$ cat src/rtl/stack_engine.sv
// stack_engine: stack/link unit for the multi-cycle core.
//
// Runs PUSH, POP, CALL and RET as single memory transactions with a wait-state handshake.
// The stack is full-descending: SP points at the most recently pushed word and is
// STACK_TOP when the stack is empty. PUSH/CALL write at SP-1; POP/RET read at SP.
//
// Ports:
//   clk_i, rst_i          clock, synchronous active-high reset
//   cmd_valid_i           command request; accepted when cmd_ready_o is high
//   cmd_ready_o           high only while idle
//   cmd_op_i              0=PUSH 1=POP 2=CALL 3=RET
//   cmd_data_i            PUSH data / CALL return address
//   cmd_target_i          CALL destination
//   sp_load_i             load SP from sp_load_data_i (idle, no command, in range only)
//   sp_load_data_i        new SP value
//   mem_req_o             memory transaction active
//   mem_we_o              1=write, 0=read; valid while mem_req_o
//   mem_addr_o            transaction address
//   mem_wdata_o           write data
//   mem_rdata_i           read data, valid with mem_ack_i on a read
//   mem_ack_i             transaction complete
//   pop_data_o            last popped value
//   pc_out_o              new PC for CALL/RET
//   pc_load_o             one-cycle PC load strobe
//   sp_o                  current stack pointer
//   depth_o               STACK_TOP - SP
//   done_o                one-cycle command completion strobe
//   overflow_o            with done_o: PUSH/CALL rejected, stack full
//   underflow_o           with done_o: POP/RET rejected, stack empty

module stack_engine #(
  parameter int unsigned          DATA_W      = 16,
  parameter int unsigned          ADDR_W      = 16,
  parameter logic [ADDR_W-1:0]    STACK_TOP   = ADDR_W'(32'h8000),
  parameter logic [ADDR_W-1:0]    STACK_LIMIT = ADDR_W'(32'h7F00)
) (
  input  logic              clk_i,
  input  logic              rst_i,
  input  logic              cmd_valid_i,
  output logic              cmd_ready_o,
  input  logic [1:0]        cmd_op_i,
  input  logic [DATA_W-1:0] cmd_data_i,
  input  logic [ADDR_W-1:0] cmd_target_i,
  input  logic              sp_load_i,
  input  logic [ADDR_W-1:0] sp_load_data_i,
  output logic              mem_req_o,
  output logic              mem_we_o,
  output logic [ADDR_W-1:0] mem_addr_o,
  output logic [DATA_W-1:0] mem_wdata_o,
  input  logic [DATA_W-1:0] mem_rdata_i,
  input  logic              mem_ack_i,
  output logic [DATA_W-1:0] pop_data_o,
  output logic [ADDR_W-1:0] pc_out_o,
  output logic              pc_load_o,
  output logic [ADDR_W-1:0] sp_o,
  output logic [ADDR_W-1:0] depth_o,
  output logic              done_o,
  output logic              overflow_o,
  output logic              underflow_o
);

  localparam logic [1:0] OpPush = 2'd0;
  localparam logic [1:0] OpPop  = 2'd1;
  localparam logic [1:0] OpCall = 2'd2;
  localparam logic [1:0] OpRet  = 2'd3;

  localparam logic [1:0] StIdle = 2'd0;
  localparam logic [1:0] StMem  = 2'd1;
  localparam logic [1:0] StFin  = 2'd2;

  logic [1:0]        state_q, state_d;
  logic [1:0]        op_q, op_d;
  logic [ADDR_W-1:0] target_q, target_d;
  logic [ADDR_W-1:0] sp_q, sp_d;
  logic              mem_we_q, mem_we_d;
  logic [ADDR_W-1:0] mem_addr_q, mem_addr_d;
  logic [DATA_W-1:0] mem_wdata_q, mem_wdata_d;
  logic [DATA_W-1:0] pop_data_q, pop_data_d;
  logic [ADDR_W-1:0] pc_out_q, pc_out_d;
  logic              ovf_q, ovf_d;
  logic              unf_q, unf_d;

  logic accept;
  logic cmd_is_write;
  logic sp_load_ok;

  assign accept       = cmd_valid_i && (state_q == StIdle);
  // PUSH and CALL share op bit 0 == 0.
  assign cmd_is_write = ~cmd_op_i[0];
  assign sp_load_ok   = (sp_load_data_i >= STACK_LIMIT) && (sp_load_data_i <= STACK_TOP);

  always_comb begin
    state_d     = state_q;
    op_d        = op_q;
    target_d    = target_q;
    sp_d        = sp_q;
    mem_we_d    = mem_we_q;
    mem_addr_d  = mem_addr_q;
    mem_wdata_d = mem_wdata_q;
    pop_data_d  = pop_data_q;
    pc_out_d    = pc_out_q;
    ovf_d       = ovf_q;
    unf_d       = unf_q;

    case (state_q)
      StIdle: begin
        if (accept) begin
          op_d     = cmd_op_i;
          target_d = cmd_target_i;
          ovf_d    = 1'b0;
          unf_d    = 1'b0;
          if (cmd_is_write) begin
            if (sp_q == STACK_LIMIT) begin
              ovf_d   = 1'b1;
              state_d = StFin;
            end else begin
              state_d     = StMem;
              mem_we_d    = 1'b1;
              mem_addr_d  = sp_q - ADDR_W'(1);
              mem_wdata_d = cmd_data_i;
            end
          end else begin
            if (sp_q == STACK_TOP) begin
              unf_d   = 1'b1;
              state_d = StFin;
            end else begin
              state_d    = StMem;
              mem_we_d   = 1'b0;
              mem_addr_d = sp_q;
            end
          end
        end else if (sp_load_i && sp_load_ok) begin
          // A concurrent command always takes priority over an SP load.
          sp_d = sp_load_data_i;
        end
      end

      StMem: begin
        // Request signals stay frozen in their registers until the ack arrives.
        if (mem_ack_i) begin
          state_d = StFin;
          if (!op_q[0]) begin
            sp_d = sp_q - ADDR_W'(1);
            if (op_q == OpCall) begin
              pc_out_d = target_q;
            end
          end else begin
            sp_d       = sp_q + ADDR_W'(1);
            pop_data_d = mem_rdata_i;
            if (op_q == OpRet) begin
              // Truncates or zero-extends the return address to ADDR_W.
              pc_out_d = ADDR_W'(mem_rdata_i);
            end
          end
        end
      end

      StFin: begin
        state_d = StIdle;
      end

      default: begin
        state_d = StIdle;
      end
    endcase
  end

  always_ff @(posedge clk_i) begin
    if (rst_i) begin
      state_q     <= StIdle;
      op_q        <= OpPush;
      target_q    <= '0;
      sp_q        <= STACK_TOP;
      mem_we_q    <= 1'b0;
      mem_addr_q  <= '0;
      mem_wdata_q <= '0;
      pop_data_q  <= '0;
      pc_out_q    <= '0;
      ovf_q       <= 1'b0;
      unf_q       <= 1'b0;
    end else begin
      state_q     <= state_d;
      op_q        <= op_d;
      target_q    <= target_d;
      sp_q        <= sp_d;
      mem_we_q    <= mem_we_d;
      mem_addr_q  <= mem_addr_d;
      mem_wdata_q <= mem_wdata_d;
      pop_data_q  <= pop_data_d;
      pc_out_q    <= pc_out_d;
      ovf_q       <= ovf_d;
      unf_q       <= unf_d;
    end
  end

  assign cmd_ready_o = (state_q == StIdle);
  assign mem_req_o   = (state_q == StMem);
  assign mem_we_o    = mem_req_o && mem_we_q;
  assign mem_addr_o  = mem_addr_q;
  assign mem_wdata_o = mem_wdata_q;
  assign pop_data_o  = pop_data_q;
  assign pc_out_o    = pc_out_q;
  assign sp_o        = sp_q;
  assign depth_o     = STACK_TOP - sp_q;
  assign done_o      = (state_q == StFin);
  assign overflow_o  = done_o && ovf_q;
  assign underflow_o = done_o && unf_q;
  // CALL and RET share op bit 1; only successful ones load the PC.
  assign pc_load_o   = done_o && op_q[1] && !ovf_q && !unf_q;

endmodule

$ cat config.mk
export PLATFORM = sky130hd
export DESIGN_NAME = stack_engine
export DESIGN_NICKNAME = d
export VERILOG_FILES = /design/src/rtl/stack_engine.sv
export SDC_FILE = /design/constraint.sdc
export NUM_CORES = 1
export LEC_CHECK = 0
export CORE_ASPECT_RATIO = 1.75
export CORE_MARGIN = 5
export CORE_UTILIZATION = 55
export DETAILED_ROUTE_END_ITERATION = 8
export DONT_BUFFER_PORTS = 1
export GPL_TIMING_DRIVEN = 0
export PLACE_DENSITY_LB_ADDON = 0.25
export RECOVER_POWER = 50
export SLEW_MARGIN = 10
export SYNTH_ARGS = -nofsm -noshare
export SYNTH_HDL_FRONTEND = slang
export SYNTH_SLANG_ARGS = --single-unit
$ cat constraint.sdc
create_clock -name clk_i -period 3.68 [get_ports clk_i]
set_input_delay 0.92 -clock clk_i [delete_from_list [all_inputs] [get_ports clk_i]]
set_output_delay 0.92 -clock clk_i [all_outputs]
set_load 0.1 [all_outputs]
==> metrics <==
final hold slack ~0.45 ns; DRC viols 0; Final Skew ~0.0065 ns; cell family with most CP delay simple AND/OR/NAND/NOR gates; RSZ-0062 raised after global routing false; post-DP HPWL between 10 and 15 mm; die area about 0.011 mm^2; Netlist Area Pre-Place 0.00506 mm^2; flop2flop setup slack between 0.7 and 0.8 ns; Cell Pwr Density 854 mW/mm^2; Hold Crit Class flop to flop; CP max stage cell xor2_4; Synthesized Nets ~690; worst r2r dst mem_addr_o[15]; R2R Path Start sp_o[9]; Nets between 700 and 800; CTS clk-pin slew, worst paths 0.07 ns; FF-to-FF path depth 7; largest net degree at the start of global routing 19; Max-Cap Viols 0; Routed WL per cell around 21 um; Worst Hold Launch target_q[8]; Slew Limit Fails 0; Die X between 80 and 90 um; Seq/Total Area, Yosys 0.407; final std cells w/o fill roughly 760; n_diodes 0; Final Cycle Share 0.979; Clock H-tree levels 3; grt ovf 0; DIE HEIGHT 137 um; most frequent cells in the layout nand2_1, dfxtp_1, nor2_1; first-pass GRT wire length 24.9 mm; CP Cell Sequence buf_6 -> nor4_4 -> nand3_4 -> or3_4 -> xor2_4; Critical Path Start Type flop; Num CTS Buffers 9; DRT antenna net count 0; VDD IR max approximately 430 uV; Initial Utilization 0.560; area delta synth->final 15.4%; TritonCTS clock tree yes; Post-synth top flop dfxtp_1; Netlist cell types between 50 and 60; Via Count 4,617; vias in the first global route around 4,800; GP Congestion approximately 0.9; GRT Overall Usage 0.294; Clock Tree Root clkbuf_16; Final Setup Violations 0; WL final roughly 16 mm; Post-Synthesis Cells between 600 and 700; Slew @ Worst Pin between 1 and 1.5 ns; FF+latch count, synth between 100 and 150; cts hold-fix bufs 0; Placed Cells 739; Hold Path Stages 2; critical path peak fanout 10; relative slew slack 0.173; status finished clean; iteration count of the initial detailed-routing pass 5; clock sinks slightly above 100; Final Critical Period around 3.6 ns; FFs w/ async S/R, synth 0; data arrival time of the worst path approximately 2.7 ns; initial antenna violation count 0; Post-synth EDFFs 0; share of cells above drive strength 1 0.132; Hold EP target_q[8]; WP data required about 2.8 ns; Power Total roughly 5.0 mW; WS Path Type flop to output port; Syn. warnings 0; Vias/cell between 6 and 7; commonest non-fill, non-tap cell in the layout nand2_1; Final Hold Viols 0; CP peak stage delay around 0.65 ns; CP endpoint kind output port; fmax about 280 MHz; Worst-Skew Late Latency 0.35 ns; Buf/Inv on CP 1; Clock Tree Buf Depth 2; initial drt markers between 200 and 300; IO Pins around 170; syn_area_per_cell roughly 8.2 um^2; Buffers on Ports 0; Row Count 46; Pleak 2.22 nW; Core Region between 0.009 and 0.01 mm^2; Final Util 0.646; crit path launch sp_o[5]
-- per-layer routing --
| metal | GRT usage | vias to the layer above | routed length, um | share of wire |
|---|---|---|---|---|
| met4 | 0.167 | 0 | 742 | 0.046 |
| met5 | 0 | - | 0 | 0 |
| met1 | 0.282 | 2188 | 5200 | 0.32 |
| met2 | 0.532 | 218 | 8740 | 0.54 |
| li1 | - | 2166 | - | - |
| met3 | 0.0909 | 45 | 1490 | 0.092 |
-- logic make-up after synthesis --
logic type | count (synthesis) | synth area share
and+or+nand+nor | 251 | 0.232
DFF | 103 | 0.407
muxes | 34 | 0.0672
xor gates and xnor gates | 33 | 0.0571
adders and majority gates | 3 | 0.00742
buffers and inverters | 62 | 0.0534
AOI/OAI and AO/OA | 131 | 0.176
-- cells in the mapped netlist (4+ instances only) --
master / instances / area share
nor2_1: 81 / 0.060
a21bo_2: 6 / 0.012
nor3_1: 14 / 0.014
or3_1: 5 / 0.0062
and3_1: 4 / 0.0049
o31ai_1: 6 / 0.0089
nand2_1: 98 / 0.073
a22oi_1: 8 / 0.012
nand2b_1: 5 / 0.0062
nand4_1: 9 / 0.011
o31a_1: 4 / 0.0069
nor4_1: 6 / 0.0074
a31oi_1: 4 / 0.0049
xnor2_1: 21 / 0.036
inv_1: 8 / 0.0059
buf_2: 15 / 0.015
xor2_1: 12 / 0.021
and2_1: 8 / 0.0099
dfxtp_1: 103 / 0.41
o21ai_0: 7 / 0.0069
a21oi_1: 44 / 0.044
nand3_1: 6 / 0.0059
clkbuf_1: 32 / 0.024
a211oi_1: 32 / 0.047
mux2i_1: 34 / 0.067
-- repair_timing --
item,CTS,global route
gates cloned,0,0
hold endpoints to repair,0,0
setup endpoints to repair,16,6
pin swaps,3,2
gates resized for setup,29,6
buffers inserted,3,0
-- power breakdown --
group / switching, mW / internal, mW / total (mW)
clock: 0.453 / 0.537 / 0.990
sequential: 0.671 / 1.23 / 1.90
combinational: 1.55 / 0.552 / 2.10
-- flip-flops by register name, summed over array words and instances, names as in the netlist --
name and flops:
mem_we_q 1, pc_out_o 16, sp_o 16, ovf_q 1, pop_data_o 16, unf_q 1
op_q 2, mem_wdata_o 16, state_q 2, mem_addr_o 16, target_q 16
-- worst max-delay path by stage --
stage,to,slack [ns],cells after the start
detailed placement,depth_o[14],-0.58,5
global placement,depth_o[14],-0.57,5
global route,depth_o[15],0.003,6
finish,depth_o[11],0.08,5
floorplan,depth_o[14],-0.12,5
CTS,depth_o[6],0.05,4
-- cell type report --
class	instances	area (um^2)
buffer	53	238
clock buffer	9	225
clock inverter	6	78.8
fill	816	3190
inverter	9	33.8
multi-input combinational	452	3000
sequential	103	2080
tap	120	150
timing repair buffer	5	30.0
-- tightest hold or removal path: stages (launching register included) --
cell     delay (ns)
dfxtp_1        0.31
nand2_1        0.05
a21oi_1        0.05
-- metrics by stage --
stage / TNS, ns / area [um^2] / worst slack, ns
final: 0 / 5840 / 0.0763
after global routing: 0 / 5840 / 0.00277
after floorplan: -0.117 / 5180 / -0.117
after detailed placement: -2.22 / 5370 / -0.583
after global placement: -2.52 / 5330 / -0.568
after CTS: 0 / 5840 / 0.0522
Power figures use the tool's default switching activity.
